==> src/rtl/mul_error_monitor_pkg.sv <==
// Shared types and sizing for the approximate-multiplier error monitor.
package mul_error_monitor_pkg;

    typedef enum logic [1:0] {IDLE, RUN, DRAIN, DONE} state_t;

    localparam int WIDTH_DEF = 8;
    localparam int CNT_W_DEF = 17;

    // Wide enough for (2^(2*width)-1) * (2^cnt_w-1), so the sum never wraps.
    function automatic int acc_w(input int width, input int cnt_w);
        return 2 * width + cnt_w;
    endfunction

endpackage

==> src/rtl/mul_abs_err.sv <==
// Exact unsigned product and its absolute distance from an approximate product.
module mul_abs_err
    import mul_error_monitor_pkg::*;
#(
    parameter int WIDTH = WIDTH_DEF
) (
    input  logic [WIDTH-1:0]   a,
    input  logic [WIDTH-1:0]   b,
    input  logic [2*WIDTH-1:0] r_approx,
    output logic [2*WIDTH-1:0] exact,
    output logic [2*WIDTH-1:0] abs_err
);

    assign exact   = (2*WIDTH)'(a) * (2*WIDTH)'(b);
    assign abs_err = (exact >= r_approx) ? (exact - r_approx) : (r_approx - exact);

endmodule

==> src/rtl/mul_error_monitor.sv <==
// Collects error count, summed and maximum absolute error of an approximate
// multiplier over a programmed number of samples.
module mul_error_monitor
    import mul_error_monitor_pkg::*;
#(
    parameter int WIDTH = WIDTH_DEF,
    parameter int CNT_W = CNT_W_DEF,
    parameter int ACC_W = acc_w(WIDTH, CNT_W)
) (
    input  logic               clk,
    input  logic               rst,
    input  logic               start,
    input  logic [CNT_W-1:0]   num_samples,
    input  logic               in_valid,
    output logic               in_ready,
    input  logic [WIDTH-1:0]   a,
    input  logic [WIDTH-1:0]   b,
    input  logic [2*WIDTH-1:0] r_approx,
    output logic               busy,
    output logic               done,
    output logic [CNT_W-1:0]   sample_count,
    output logic [CNT_W-1:0]   err_count,
    output logic [ACC_W-1:0]   sum_abs_err,
    output logic [2*WIDTH-1:0] max_abs_err,
    output logic [WIDTH-1:0]   max_a,
    output logic [WIDTH-1:0]   max_b
);

    state_t           state, state_nxt;
    logic [CNT_W-1:0] num_lat;
    logic             drain_cnt;
    logic             accept;
    logic             start_ok;

    assign in_ready = (state == RUN);
    assign busy     = (state == RUN) || (state == DRAIN);
    assign done     = (state == DONE);
    assign accept   = in_valid && in_ready;
    assign start_ok = start && ((state == IDLE) || (state == DONE));

    always_comb begin
        state_nxt = state;
        case (state)
            IDLE, DONE: if (start) state_nxt = (num_samples != '0) ? RUN : DONE;
            RUN:        if (accept && (sample_count + CNT_W'(1) == num_lat)) state_nxt = DRAIN;
            DRAIN:      if (drain_cnt) state_nxt = DONE;
            default:    state_nxt = IDLE;
        endcase
    end

    // Two DRAIN cycles let the last sample clear stages 2 and 3.
    always_ff @(posedge clk) begin
        if (rst) begin
            state        <= IDLE;
            drain_cnt    <= 1'b0;
            num_lat      <= '0;
            sample_count <= '0;
        end else begin
            state     <= state_nxt;
            drain_cnt <= (state == DRAIN) ? ~drain_cnt : 1'b0;
            if (start_ok) begin
                num_lat      <= num_samples;
                sample_count <= '0;
            end else if (accept) begin
                sample_count <= sample_count + CNT_W'(1);
            end
        end
    end

    // Stage 1: capture the accepted sample.
    logic [WIDTH-1:0]   a_p0, b_p0;
    logic [2*WIDTH-1:0] r_p0;
    logic               vld_p0;

    always_ff @(posedge clk) begin
        if (rst) vld_p0 <= 1'b0;
        else     vld_p0 <= accept;
    end

    always_ff @(posedge clk) begin
        if (accept) begin
            a_p0 <= a;
            b_p0 <= b;
            r_p0 <= r_approx;
        end
    end

    logic [2*WIDTH-1:0] exact_c, abs_err_c;

    mul_abs_err #(.WIDTH(WIDTH)) u_abs_err (
        .a        (a_p0),
        .b        (b_p0),
        .r_approx (r_p0),
        .exact    (exact_c),
        .abs_err  (abs_err_c)
    );

    // Stage 2: register the error magnitude alongside its operands.
    logic [WIDTH-1:0]   a_p1, b_p1;
    logic [2*WIDTH-1:0] abs_err_p1;
    logic               err_p1;
    logic               vld_p1;

    always_ff @(posedge clk) begin
        if (rst) vld_p1 <= 1'b0;
        else     vld_p1 <= vld_p0;
    end

    always_ff @(posedge clk) begin
        if (vld_p0) begin
            a_p1       <= a_p0;
            b_p1       <= b_p0;
            abs_err_p1 <= abs_err_c;
            err_p1     <= (exact_c != r_p0);
        end
    end

    // Stage 3: fold into the statistics; strict compare keeps the earliest maximum.
    always_ff @(posedge clk) begin
        if (rst || start_ok) begin
            err_count   <= '0;
            sum_abs_err <= '0;
            max_abs_err <= '0;
            max_a       <= '0;
            max_b       <= '0;
        end else if (vld_p1) begin
            err_count   <= err_count + CNT_W'(err_p1);
            sum_abs_err <= sum_abs_err + ACC_W'(abs_err_p1);
            if (abs_err_p1 > max_abs_err) begin
                max_abs_err <= abs_err_p1;
                max_a       <= a_p1;
                max_b       <= b_p1;
            end
        end
    end

endmodule

==> config.mk <==
export PLATFORM = sky130hd
export DESIGN_NAME = mul_error_monitor
export DESIGN_NICKNAME = d
export VERILOG_FILES = /design/src/rtl/mul_error_monitor_pkg.sv /design/src/rtl/mul_abs_err.sv /design/src/rtl/mul_error_monitor.sv
export SDC_FILE = /design/constraint.sdc
export NUM_CORES = 1
export LEC_CHECK = 0
export ABC_CLOCK_PERIOD_IN_PS = 18100
export CAP_MARGIN = 20
export CORE_AREA = 2 2 142 144
export CTS_BUF_LIST = sky130_fd_sc_hd__clkbuf_8
export CTS_CLUSTER_SIZE = 28
export DETAILED_ROUTE_END_ITERATION = 10
export DIE_AREA = 0 0 144 146
export PLACE_DENSITY = 0.86
export SLEW_MARGIN = 20
export SYNTH_ARGS = -nofsm -noshare
export SYNTH_HDL_FRONTEND = slang
export SYNTH_SLANG_ARGS = --single-unit
==> constraint.sdc <==
create_clock -name clk -period 18.1 [get_ports clk]
set_input_delay 4.525 -clock clk [delete_from_list [all_inputs] [get_ports clk]]
set_output_delay 4.525 -clock clk [all_outputs]
set_load 0.005 [all_outputs]
Yosys cells after proc, flatten, opt, wreduce, memory -nomap -nowiden
Index checks and enable logic that the tools add are counted.
Widths: inputs -> output; s select.
- bitwise gates (word level): 2
- muxes and demuxes: 6
- shifts and indexed selects: 0
- div/mod/pow operators: 0
- multiply operators: 1
- equal/unequal tests: 8
- magnitude comparators: 2
- reduce and logical (&&, ||, !) cells: 13
- $add $sub $neg: 5
- operator list (kind ; count):
    $add 33x16->33 ; 1
    $sub 16x16->16 ; 2
    $add 17x1->17 ; 1
    $add 17x1->17 const B ; 1
    $eq 17x17->1 ; 1
    $reduce_bool 17->1 ; 1
    $ge 16x16->1 ; 1
    $gt 16x16->1 ; 1
    $mul 8x8->16 ; 1
    $mux 16 ; 1
    $ne 16x16->1 ; 1
    $mux 2 ; 4
    $pmux 2 s3 ; 1
    $reduce_or 2->1 ; 3
    $eq 2x2->1 const B ; 2
    $ne 2x2->1 const B ; 2
    $logic_and 1x1->1 ; 3
    $logic_or 1x1->1 ; 3
    $reduce_and 3->1 ; 1
    $eq 2x1->1 const B ; 1
    $logic_not 2->1 ; 1
    $ne 2x1->1 const B ; 1
    $not 1->1 ; 2
    $reduce_and 2->1 ; 1
- register bits after elaboration: 186
- bits in latches: 0
- output and inout port bits: 102
- word-level logic and storage cells: 55
- memories: 0
- bits in writable memories: 0
- ROM bits: 0
- input bits: 53

Logic depth before layout (Yosys ltp)
- depth in word-level cells: 5
- gate-level depth with buffers: 26
- depth with buffers taken out: 24

Hierarchy
A second synthesis with hierarchy kept.
- cells, all modules: 1324
- area, all modules: 12234.2 um^2
- modules (own cells, without submodules) (module ; seq. area each (um^2) ; instances ; area an instance (um^2) ; cells each):
    mul_error_monitor ; 4374.2 ; 1 ; 8695.8 ; 878
    mul_abs_err ; 0.0 ; 1 ; 3538.4 ; 446

Worst setup path after synthesis
Ideal clock, no wire load.
- path type: input to register
- start point: input in_valid
- end point: register state[1]
- path buffers: 0
- stages: 8
- required time: 18012 ps
- setup time: 88 ps
- slack: 11596 ps
- data arrival time: 6416 ps
- path through: nand2_1 > inv_2 > o2111ai_1 > a2111o_1 > nor4b_1 > and4_1 > nor3_1 > a311oi_2
- cells in the longest elaborated chain, start to end: 4
- ends and longest elaborated chain (element ; RTL line ; source):
    from (decl) ; mul_error_monitor.sv:14 ; input logic in_valid,
    $logic_and 1x1->1 ; mul_error_monitor.sv:38 ; assign accept = in_valid && in_ready;
    via accept ; mul_error_monitor.sv:32 ; logic accept;
    $logic_and 1x1->1 ; mul_error_monitor.sv:45 ; RUN: if (accept && (sample_count + CNT_W'(1) == num_lat)) state_nxt = DRAIN;
    $ne 2x1->1 (no source line) ; - ;
    $reduce_and 3->1 (no source line) ; - ;
    to (signal assigned) ; mul_error_monitor.sv:59 ; state <= state_nxt;
    to (decl) ; mul_error_monitor.sv:29 ; state_t state, state_nxt;
The timed path passes the listed nets, and every way through them passes these cells.
A chain may end at the register's enable or synchronous reset.

Worst setup path in the final report
- start point: register a_p0[1]
- end point: register abs_err_p1[3] (data pin)
- cells in the longest elaborated chain, start to end: 3
- elaborated cells between the ends (all ways): 5
- those cells by class: add/sub (2); mul (1); order compare (1); mux (1)
- ends and longest elaborated chain (element ; RTL line ; source):
    from (decl) ; mul_error_monitor.sv:71 ; logic [WIDTH-1:0] a_p0, b_p0;
    from (signal assigned) ; mul_error_monitor.sv:82 ; a_p0 <= a;
    $mul 8x8->16 * ; mul_abs_err.sv:14 ; assign exact = (2*WIDTH)'(a) * (2*WIDTH)'(b);
    $sub 16x16->16 / $ge 16x16->1 (equally long branches) ; mul_abs_err.sv:15 ; assign abs_err = (exact >= r_approx) ? (exact - r_approx) : (r_approx - exact);
    $mux 16 * ; mul_abs_err.sv:15 ;
    via abs_err_c[3] ; mul_error_monitor.sv:88 ; logic [2*WIDTH-1:0] exact_c, abs_err_c;
    to (signal assigned) ; mul_error_monitor.sv:113 ; abs_err_p1 <= abs_err_c;
    to (decl) ; mul_error_monitor.sv:100 ; logic [2*WIDTH-1:0] abs_err_p1;
The timed path passes the listed nets; every way through them passes the cells marked *.

==> flow_summary_export.csv <==
group,metric,value,unit
status,status,"finished clean",
final_layout,drive_above_1_share,0.0380,
timing,worstMarginPinSlew,873,ps
worst_setup_path,setup.worst_path.start_class,"flop",
pwr,ir_drop,0.183,mV
yosys,ys_ff_latch,186,
cts,ctsHoldBuffers,0,
die,num_rows,51,
cts,clockBufferDepth,2,
timing,drv_slew,0,
timing,hold_slack,465,ps
routing,first_pass_iters,6,
worst_setup_path,end_kind,"flop",
cts,cts_tree,"yes",
worst_hold_path,hp-class,"flop to flop",
grt,grt_pass1_vias,9561,
die,io_pins,155,
yosys,syn_area_per_cell,9.10,um2
flow_run,cap_violations,0,
routing,num_vias,9912,
yosys,synth_cells,1332,
cts,post_cts_resized,0,
cts,path_clk_slew,100,ps
timing,fin_worst_skew,15.0,ps
place,hpwl,21300,um
routing,vias_per_cell,5.70,
routing,drc,0,
final_layout,fillers,1419,
worst_setup_path,crit_path_frequent_cell,"fa_1",
place,finalWeightedCongestion,0.923,
pwr,p_leak,5.53,nW
final_layout,final_net_count,1658,
cts,h-tree-depth,4,
timing,max-slew-margin-rel,0.417,
pwr,powerDensity,186,mW/mm2
worst_setup_path,critPathRequiredTime,18330,ps
routing,wl_per_cell,16.1,um
yosys,synth-edff-count,65,
yosys,async_flop_share,0,
grt,grt-ovfl-total,0,
timing,fin_crit_sh,0.408,
yosys,yosys_warnings,0,
yosys,synthDistinctLibCells,64,
worst_setup_path,crit_chain,"and2_1 -> fa_1 -> fa_1 -> inv_1 -> fa_1 -> fa_1 -> inv_1 -> ha_1 -> a21oi_1 -> nor2b_1 -> o41ai_1 -> o21ai_0 -> o41ai_1 -> xnor2_1 -> ha_1 -> and4_1 -> nand2_1 -> or4_1 -> o211ai_1 -> buf_4 -> nand3b_1 -> o31a_1 -> xor2_1",
timing,setup_viol,0,
final_layout,diodes,0,
worst_setup_path,crit_path_max_incr_delay,580,ps
worst_setup_path,critPathKind,"flop to flop",
yosys,synthesis.nets,1530,
die,die_width,144,um
cts,cts_inserted_buffers,17,
die,dieArea,0.0210,mm2
cts,postCtsSetupBuffers,0,
grt,antenna_found_initial,0,
die,die_h,146,um
final_layout,area_growth,17.8,%
grt,grtUsageTotal,0.275,
timing,timing.fmax,136,MHz
die,core,0.0193,mm2
yosys,synth_area,0.0121,mm2
worst_setup_path,critPathArrivalTime,7600,ps
timing,finalCriticalPeriod,7380,ps
timing,tns,0,ps
routing,drt-total-wl,28000,um
die,start_util,0.627,
place,port_buffers,154,
cts,cts-root-buf,"clkbuf_8",
worst_setup_path,slowest_stage,"or4_1",
cts,cts.sinks,186,
timing,rsz0062_at_grt,"false",
yosys,synth-main-ff-cell,"dfxtp_1",
worst_setup_path,crit_family,"adder cells",
worst_setup_path,critPathBufInv,3,
routing,drtIter0Drc,629,
grt,grt_max_degree,76,
grt,grt_pass1_wl,46500,um
worst_setup_path,critPathMaxFanout,14,
yosys,synth-seq-area-share,0.361,
routing,antenna_left,0,
cts,clock_latency,480,ps
timing,hold_viol,0,
## cells in the mapped netlist (all sizes together) (9+ instances only)
library cell | instances | area share
nand2 | 170 | 0.053
inv | 124 | 0.038
dfxtp | 121 | 0.20
ha | 106 | 0.11
a21oi | 88 | 0.036
nor2 | 83 | 0.026
edfxtp | 65 | 0.16
xnor2 | 59 | 0.043
and2 | 58 | 0.030
mux2i | 52 | 0.043
clkbuf | 45 | 0.014
o21ai | 41 | 0.017
fa | 39 | 0.064
nand3 | 26 | 0.011
xor2 | 26 | 0.019
or3 | 22 | 0.011
a21o | 21 | 0.013
nand4 | 21 | 0.011
nor3 | 16 | 0.0066
o21a | 13 | 0.0081
and3 | 12 | 0.0062
nor2b | 11 | 0.0057
a211oi | 10 | 0.0066
o211ai | 10 | 0.0062
nor4 | 9 | 0.0052
## where the power goes
part	internal, mW	leakage [nW]	total (mW)	switching, mW
logic	0.722	3.76	1.78	1.06
clock network	0.117	0.204	0.288	0.171
registers	0.542	1.57	0.595	0.0526
## layout make-up
class	count	area (um2)	area share
timing repair buffer	161	1590	0.112
multi-input combinational	970	7110	0.498
sequential	186	4370	0.306
clock buffer	17	234	0.0164
clock inverter	15	174	0.0122
inverter	124	465	0.0326
tap	265	332	0.0232
## layer usage
metal  track usage  up-vias  part of all wire
met2         0.459      291              0.49
met3        0.0457       47             0.050
met1         0.366     4742              0.43
met4        0.0863        0             0.024
met5             0        -                 0
li1              -     4832                 -
## layout by cell type (no fill, tap or decap), types with 16 or more instances in the layout
cell type        synthesis  routed
nand4_1                 21      21
xor2_1                  26      26
nor3_1                  16      16
a21oi_1                 88      88
fa_1                    39      39
clkbuf_8                 0      17
or3_1                   22      22
mux2i_1                 52      52
nand2_1                170     170
ha_1                   106     106
inv_1                  123     123
edfxtp_1                65      65
nor2_1                  83      82
and2_1                  58      58
a21o_1                  21      21
nand3_1                 25      25
clkdlybuf4s50_1          0     154
xnor2_1                 59      59
o21ai_0                 41      41
dfxtp_1                121     121
## final timing paths
kind              startpoint             to  slack (ps)  cells past startpoint
hold / removal      max_a[5]       max_a[5]         460                      2
hold reg to reg     max_a[5]       max_a[5]         460                      2
setup / recovery     a_p0[1]  abs_err_p1[3]       10720                     23
setup reg to reg     a_p0[1]  abs_err_p1[3]       10720                     23
## state kept, by name, indices dropped and copies added, names as in the netlist, 16 cells and up
signal and cells:
r_p0 16, num_lat 17, sample_count 17, abs_err_p1 16, sum_abs_err 33, err_count 17
max_abs_err 16
## worst reg2reg max path: cells and delay by family, from the launching register on
family	cells	cell delay, ps
buf+inv	3	440
flops	1	540
xor+xnor	2	270
compound gates	6	1830
simple gates	6	1370
fa+ha+maj	6	2660
## kinds of logic (layout without fill, tap and decap cells)
kind of cell | after synthesis | count (layout) | share of synthesized area
AO/OA/AOI/OAI | 237 | 237 | 0.126
flip-flops | 186 | 186 | 0.361
buffers and inverters | 176 | 317 | 0.0549
AND/OR/NAND/NOR | 450 | 450 | 0.179
multiplexers | 53 | 53 | 0.0439
adder cells (fa/ha/maj) | 145 | 145 | 0.174
XOR/XNOR | 85 | 85 | 0.0614
## through the flow
| stage | cells | total power, mW | area, um2 | setup WS, ps | utilization |
|---|---|---|---|---|---|
| after floorplan | 1332 | 1.94 | 12100 | 11600 | - |
| after global placement | 1706 | 2.32 | 13900 | 10800 | 0.718 |
| after detailed placement | 1706 | 2.36 | 13900 | 10660 | 0.718 |
| after CTS | 1738 | 2.65 | 14300 | 10860 | 0.739 |
| after global routing | 1738 | 2.91 | 14300 | 10330 | 0.739 |
| final | 1738 | 2.66 | 14300 | 10720 | 0.739 |
Power figures use the tool's default switching activity.
